`src/rtl/arith_pkg.sv`:
```
// ---------------------------------------------------------------------------
// arith_pkg
//   Shared definitions for the bit-serial arithmetic datapaths (serial adder
//   and serial subtractor).
//   Contents:
//     state_t  - control FSM encoding: ST_IDLE=0, ST_SHIFT=1, ST_DONE=2
// ---------------------------------------------------------------------------
package arith_pkg;

    typedef enum logic [1:0] {
        ST_IDLE  = 2'd0,
        ST_SHIFT = 2'd1,
        ST_DONE  = 2'd2
    } state_t;

endpackage

```
`src/rtl/full_subtractor.sv`:
```
// ---------------------------------------------------------------------------
// full_subtractor
//   One-bit combinational full subtractor: {borrow_out, diff} = a - b - borrow_in.
//   Ports:
//     diff        out  difference bit
//     borrow_out  out  borrow generated by this bit position
//     a           in   minuend bit
//     b           in   subtrahend bit
//     borrow_in   in   borrow from the previous (less significant) bit
// ---------------------------------------------------------------------------
module full_subtractor (
    output logic diff,
    output logic borrow_out,
    input  logic a,
    input  logic b,
    input  logic borrow_in
);

    assign diff       = a ^ b ^ borrow_in;
    // Borrow when b exceeds a outright, or when a == b and a borrow is pending.
    assign borrow_out = (~a & b) | (~(a ^ b) & borrow_in);

endmodule

```
`src/rtl/serial_subtractor.sv`:
```
// ---------------------------------------------------------------------------
// serial_subtractor
//   Bit-serial WIDTH-bit subtractor: diff = a - b - borrow_in, one bit per
//   clock, LSB first, through a single full_subtractor cell and a borrow flop.
//   Ports:
//     clk         in   rising-edge clock
//     rst         in   synchronous active-high reset (priority over start)
//     start       in   request; a/b/borrow_in sampled on the accepting edge
//     a, b        in   minuend / subtrahend (WIDTH bits)
//     borrow_in   in   initial borrow
//     busy        out  high while in SHIFT
//     done        out  one-cycle pulse, diff/borrow_out valid
//     diff        out  result, held until the next completed operation
//     borrow_out  out  final borrow, held like diff
//
//   Handshake: start is accepted only in IDLE or DONE (back-to-back). Once
//   accepted, the operation runs for WIDTH SHIFT cycles, then DONE asserts
//   done for exactly one cycle. start while busy is ignored, nothing is queued.
//   The FSM state is held in state_q for observation.
// ---------------------------------------------------------------------------
module serial_subtractor
    import arith_pkg::*;
#(
    parameter int WIDTH = 8
) (
    input  logic             clk,
    input  logic             rst,
    input  logic             start,
    input  logic [WIDTH-1:0] a,
    input  logic [WIDTH-1:0] b,
    input  logic             borrow_in,
    output logic             busy,
    output logic             done,
    output logic [WIDTH-1:0] diff,
    output logic             borrow_out
);

    // One extra bit keeps the counter well formed for WIDTH=1.
    localparam int CNT_W = $clog2(WIDTH) + 1;

    state_t             state_q, state_d;
    logic [WIDTH-1:0]   a_sr_q, a_sr_d;
    logic [WIDTH-1:0]   b_sr_q, b_sr_d;
    logic [WIDTH-1:0]   res_q, res_d;
    logic [WIDTH-1:0]   diff_q, diff_d;
    logic               br_q, br_d;
    logic               bo_q, bo_d;
    logic [CNT_W-1:0]   cnt_q, cnt_d;

    logic               d_bit;
    logic               bo_bit;
    logic               last_bit;
    logic               accept;
    logic [WIDTH-1:0]   res_shift;

    full_subtractor u_fs (
        .diff       (d_bit),
        .borrow_out (bo_bit),
        .a          (a_sr_q[0]),
        .b          (b_sr_q[0]),
        .borrow_in  (br_q)
    );

    assign last_bit = (cnt_q == CNT_W'(WIDTH - 1));
    assign accept   = start && (state_q == ST_IDLE || state_q == ST_DONE);

    // New result bit enters from the MSB so that after WIDTH shifts the
    // first (LSB) bit has reached position 0.
    generate
        if (WIDTH == 1) begin : g_res_w1
            assign res_shift = d_bit;
        end else begin : g_res_wn
            assign res_shift = {d_bit, res_q[WIDTH-1:1]};
        end
    endgenerate

    // State and datapath registers.
    always_ff @(posedge clk) begin
        if (rst) begin
            state_q <= ST_IDLE;
            a_sr_q  <= '0;
            b_sr_q  <= '0;
            res_q   <= '0;
            diff_q  <= '0;
            br_q    <= 1'b0;
            bo_q    <= 1'b0;
            cnt_q   <= '0;
        end else begin
            state_q <= state_d;
            a_sr_q  <= a_sr_d;
            b_sr_q  <= b_sr_d;
            res_q   <= res_d;
            diff_q  <= diff_d;
            br_q    <= br_d;
            bo_q    <= bo_d;
            cnt_q   <= cnt_d;
        end
    end

    // Next-state logic.
    always_comb begin
        state_d = state_q;
        case (state_q)
            ST_IDLE:  if (start)    state_d = ST_SHIFT;
            ST_SHIFT: if (last_bit) state_d = ST_DONE;
            ST_DONE:  state_d = start ? ST_SHIFT : ST_IDLE;
            default:  state_d = ST_IDLE;
        endcase
    end

    // Datapath next values. The outputs are captured on the final SHIFT
    // edge, so they are valid in the DONE cycle and never partially updated.
    always_comb begin
        a_sr_d = a_sr_q;
        b_sr_d = b_sr_q;
        res_d  = res_q;
        diff_d = diff_q;
        br_d   = br_q;
        bo_d   = bo_q;
        cnt_d  = cnt_q;
        if (accept) begin
            a_sr_d = a;
            b_sr_d = b;
            br_d   = borrow_in;
            res_d  = '0;
            cnt_d  = '0;
        end else if (state_q == ST_SHIFT) begin
            a_sr_d = a_sr_q >> 1;
            b_sr_d = b_sr_q >> 1;
            br_d   = bo_bit;
            res_d  = res_shift;
            cnt_d  = cnt_q + CNT_W'(1);
            if (last_bit) begin
                diff_d = res_shift;
                bo_d   = bo_bit;
            end
        end
    end

    // Outputs decoded from state.
    always_comb begin
        busy       = (state_q == ST_SHIFT);
        done       = (state_q == ST_DONE);
        diff       = diff_q;
        borrow_out = bo_q;
    end

endmodule
```
`config.mk`:
```
export PLATFORM = sky130hd
export DESIGN_NAME = serial_subtractor
export DESIGN_NICKNAME = d
export VERILOG_FILES = /design/src/rtl/arith_pkg.sv /design/src/rtl/full_subtractor.sv /design/src/rtl/serial_subtractor.sv
export SDC_FILE = /design/constraint.sdc
export NUM_CORES = 1
export LEC_CHECK = 0
export ABC_AREA = 1
export CAP_MARGIN = 20
export CORE_ASPECT_RATIO = 0.75
export CORE_MARGIN = 3
export CORE_UTILIZATION = 55
export CTS_BUF_LIST = sky130_fd_sc_hd__clkbuf_8
export CTS_CLUSTER_SIZE = 28
export DETAILED_ROUTE_END_ITERATION = 6
export PLACE_DENSITY = 0.88
export SYNTH_ARGS = -nofsm -noshare
export SYNTH_HDL_FRONTEND = slang
export SYNTH_HIERARCHICAL = 1
export SYNTH_SLANG_ARGS = --single-unit
export TNS_END_PERCENT = 30
```
`constraint.sdc`:
```
create_clock -name clk -period 1.8 [get_ports clk]
set_clock_uncertainty 0.15 [all_clocks]
set_input_delay 0.27 -clock clk [delete_from_list [all_inputs] [get_ports clk]]
set_output_delay 0.27 -clock clk [all_outputs]
set_load 0.005 [all_outputs]
```
==> reports/summary.txt <==
CP top delay family: buffers and inverters
Synthesized net count: 276
Chip Height: 56.6 um
Setup Crit Path Kind: reg2out
Max Cap Viol: 0
Worst vdd ir: 0.000657 V
Slew Limit Fails: 0
Mean area per synthesized cell: 7.39 sq um
Max clock buf depth: 2
Most common cell after layout, fill and taps aside: nand2_1
Vias in the first global route: 1,573
Vias per inst: 4.92
Post-synth cell types: 27
Via count: 1,603
Number of remaining DRC errors: 0
Hold path start: diff[1]
Root buf cell: clkbuf_8
Syn. warnings: 6
Largest net degree at the start of global routing: 29
CP cell instances: clkdlybuf4s50_1
Worst-path clk slew: 0.08 ns
Reg-to-Reg Start: cnt_q[0]
Nets: 309
GRT Total Usage: 0.214
Hold endpoint: diff[1]
Core Footprint: 0.00311 sq mm
Slew margin rel.: 0.803
Reg2Reg Depth: 6
Cell Int Power: 0.00144 W
Endpoints failing hold: 0
Largest area contributor in the netlist: dfxtp_1
Final setup viols: 0
End-of-flow core utilization: 0.741
PortBufs: 30
P_sw: 0.000499 W
Crit end category: primary output
Crit path from: diff[0]
Clock power frac: 0.372
Seq/Total Area, Yosys: 0.416
H-tree depth: 2
FF-to-FF End: diff[6]
I/O pin cnt: 31
Hold depth: 2
First-pass GRT wire length: 6800 um
Post-DP HPWL: 2690 um
Logic pwr share: 0.150
Row count: 17
Layout fillers: 222
Pwr per Cell Area: 842 mW/mm^2
Die Width: 73.5 um
Synth top area cells: dfxtp_1 42%, nand2_1 13%, nand3_1 6.9%
Cts bufs inserted: 5
Post-Layout Cell Count: 326
Pwr Total: 0.00194 W
Commonest cells after routing, fill and taps aside: 65 x nand2_1, 38 x dfxtp_1, 30 x inv_1
Cts hold-fix bufs: 0
Crit path time final: 1.56 ns
Reg2reg setup slack: 0.32 ns
CP peak stage delay: 0.50 ns
Status: finished, final reports clean
Antenna Cells: 0
RSZ-0062 raised after global routing: no
Worst Tran Pin Value: 0.295 ns
Register bit count reported by yosys: 39
Placed cell count: 316
Period utilization: 0.868
Initial core utilization: 0.604
Die ar.: 0.00416 sq mm
Post-DR wirelength/cell: 12.0 um
Setup_tns: 0 ns
Synth Instances: 254
Seq pwr share: 0.479
Share of layout cells above drive strength 1: 0.167
RD Place Congestion: 0.873
Slowest CP cell: clkdlybuf4s50_1
GR Overflow Total: 0
Post-Syn Area: 0.00188 sq mm
Maximum clock rate: 640 MHz
Initial antenna violation count: 0
Final ANT Viol Nets: 0
Starting DRT DRC Count: 94
Crit path max fanout: 2
CP arrival: 1.14 ns
Buf/Inv on CP: 1
Clk Latency, worst-skew pair: 0.30 ns
Final wirelength: 3900 um
Share of Yosys cell area claimed by the top area cell type: 0.416
CTS tree: done
Hold Crit Class: reg2reg
Pre-antenna DRT Iters: 4
WP data required: 1.38 ns
Pleak: 0.999 nW
Num Clock Sinks: 39
CP Launch Type: flop
Net Sw Frac: 0.258
Area grow syn2layout: 22.6%
layer usage:
metal / vias to the layer above / share of wire / global-route usage
met5: - / 0 / 0
met3: 4 / 0.057 / 0.0930
met4: 0 / 0.0082 / 0.0646
met2: 37 / 0.46 / 0.317
li1: 849 / - / -
met1: 713 / 0.48 / 0.279
metrics by stage:
step / hold WS (ns) / worst slack (ns) / instance area [sq um]
6_report: 0.314 / 0.237 / 2300
2_1_floorplan: 0.255 / 0.526 / 1880
3_5_place_dp: 0.308 / 0.0716 / 2170
4_1_cts: 0.318 / 0.00318 / 2300
3_3_place_gp: 0.302 / 0.123 / 2170
5_1_grt: 0.348 / 0.173 / 2300
repair_timing:
item | CTS | global route
setup endpoints to repair | 2 | 1
gates resized for setup | 2 | 2
buffers inserted | 2 | 0
cells in the mapped netlist (all sizes together):
cell	number
nor3	1
buf	11
dfxtp	39
a21oi	18
nand2	70
nand3	27
o21ai	15
ha	1
fa	1
nor2	31
inv	40
worst max-delay path by stage:
| stage | to | cells past startpoint | slack, ns |
|---|---|---|---|
| 2_1_floorplan | diff[7] | 5 | 0.53 |
| 3_3_place_gp | a_sr_q[2] | 7 | 0.12 |
| 3_5_place_dp | b_sr_q[5] | 7 | 0.07 |
| 4_1_cts | busy | 3 | 0.003 |
| 5_1_grt | diff[7] | 1 | 0.17 |
| 6_report | diff[0] | 1 | 0.24 |
power groups by stage:
| stage | logic [W] | registers (W) | clock network [W] |
|---|---|---|---|
| floorplan | 0.000221 | 0.000940 | 0 |
| global placement | 0.000282 | 0.000945 | 0 |
| detailed placement | 0.000288 | 0.000946 | 0 |
| CTS | 0.000291 | 0.000927 | 0.000733 |
| global route | 0.000327 | 0.000932 | 0.000774 |
| finish | 0.000290 | 0.000927 | 0.000720 |
cell type report:
class / instances / area (sq um) / share of cell area
clock inverter: 3 / 43.8 / 0.0190
multi-input combinational: 164 / 817 / 0.355
inverter: 40 / 163 / 0.0707
clock buffer: 5 / 68.8 / 0.0299
tap: 38 / 47.5 / 0.0207
timing repair buffer: 37 / 379 / 0.165
sequential: 39 / 782 / 0.340
registers in the layout, summed over array words and instances, names as in the netlist:
signal and cells:
borrow_out 1, a_sr_q 8, state_q 2, b_sr_q 8
res_q 7, diff 8, cnt_q 4, br_q 1
logic make-up after synthesis:
logic type / Yosys count / synth area share
fa+ha+maj: 2 / 0.0173
compound gates: 33 / 0.104
flops: 39 / 0.416
buf+inv: 51 / 0.149
simple gates: 129 / 0.314
worst min-delay path, stage by stage (launching register included):
cell     delay [ns]
dfxtp_1        0.31
nand3_1        0.07
nand2_1        0.04
Power figures use the tool's default switching activity.
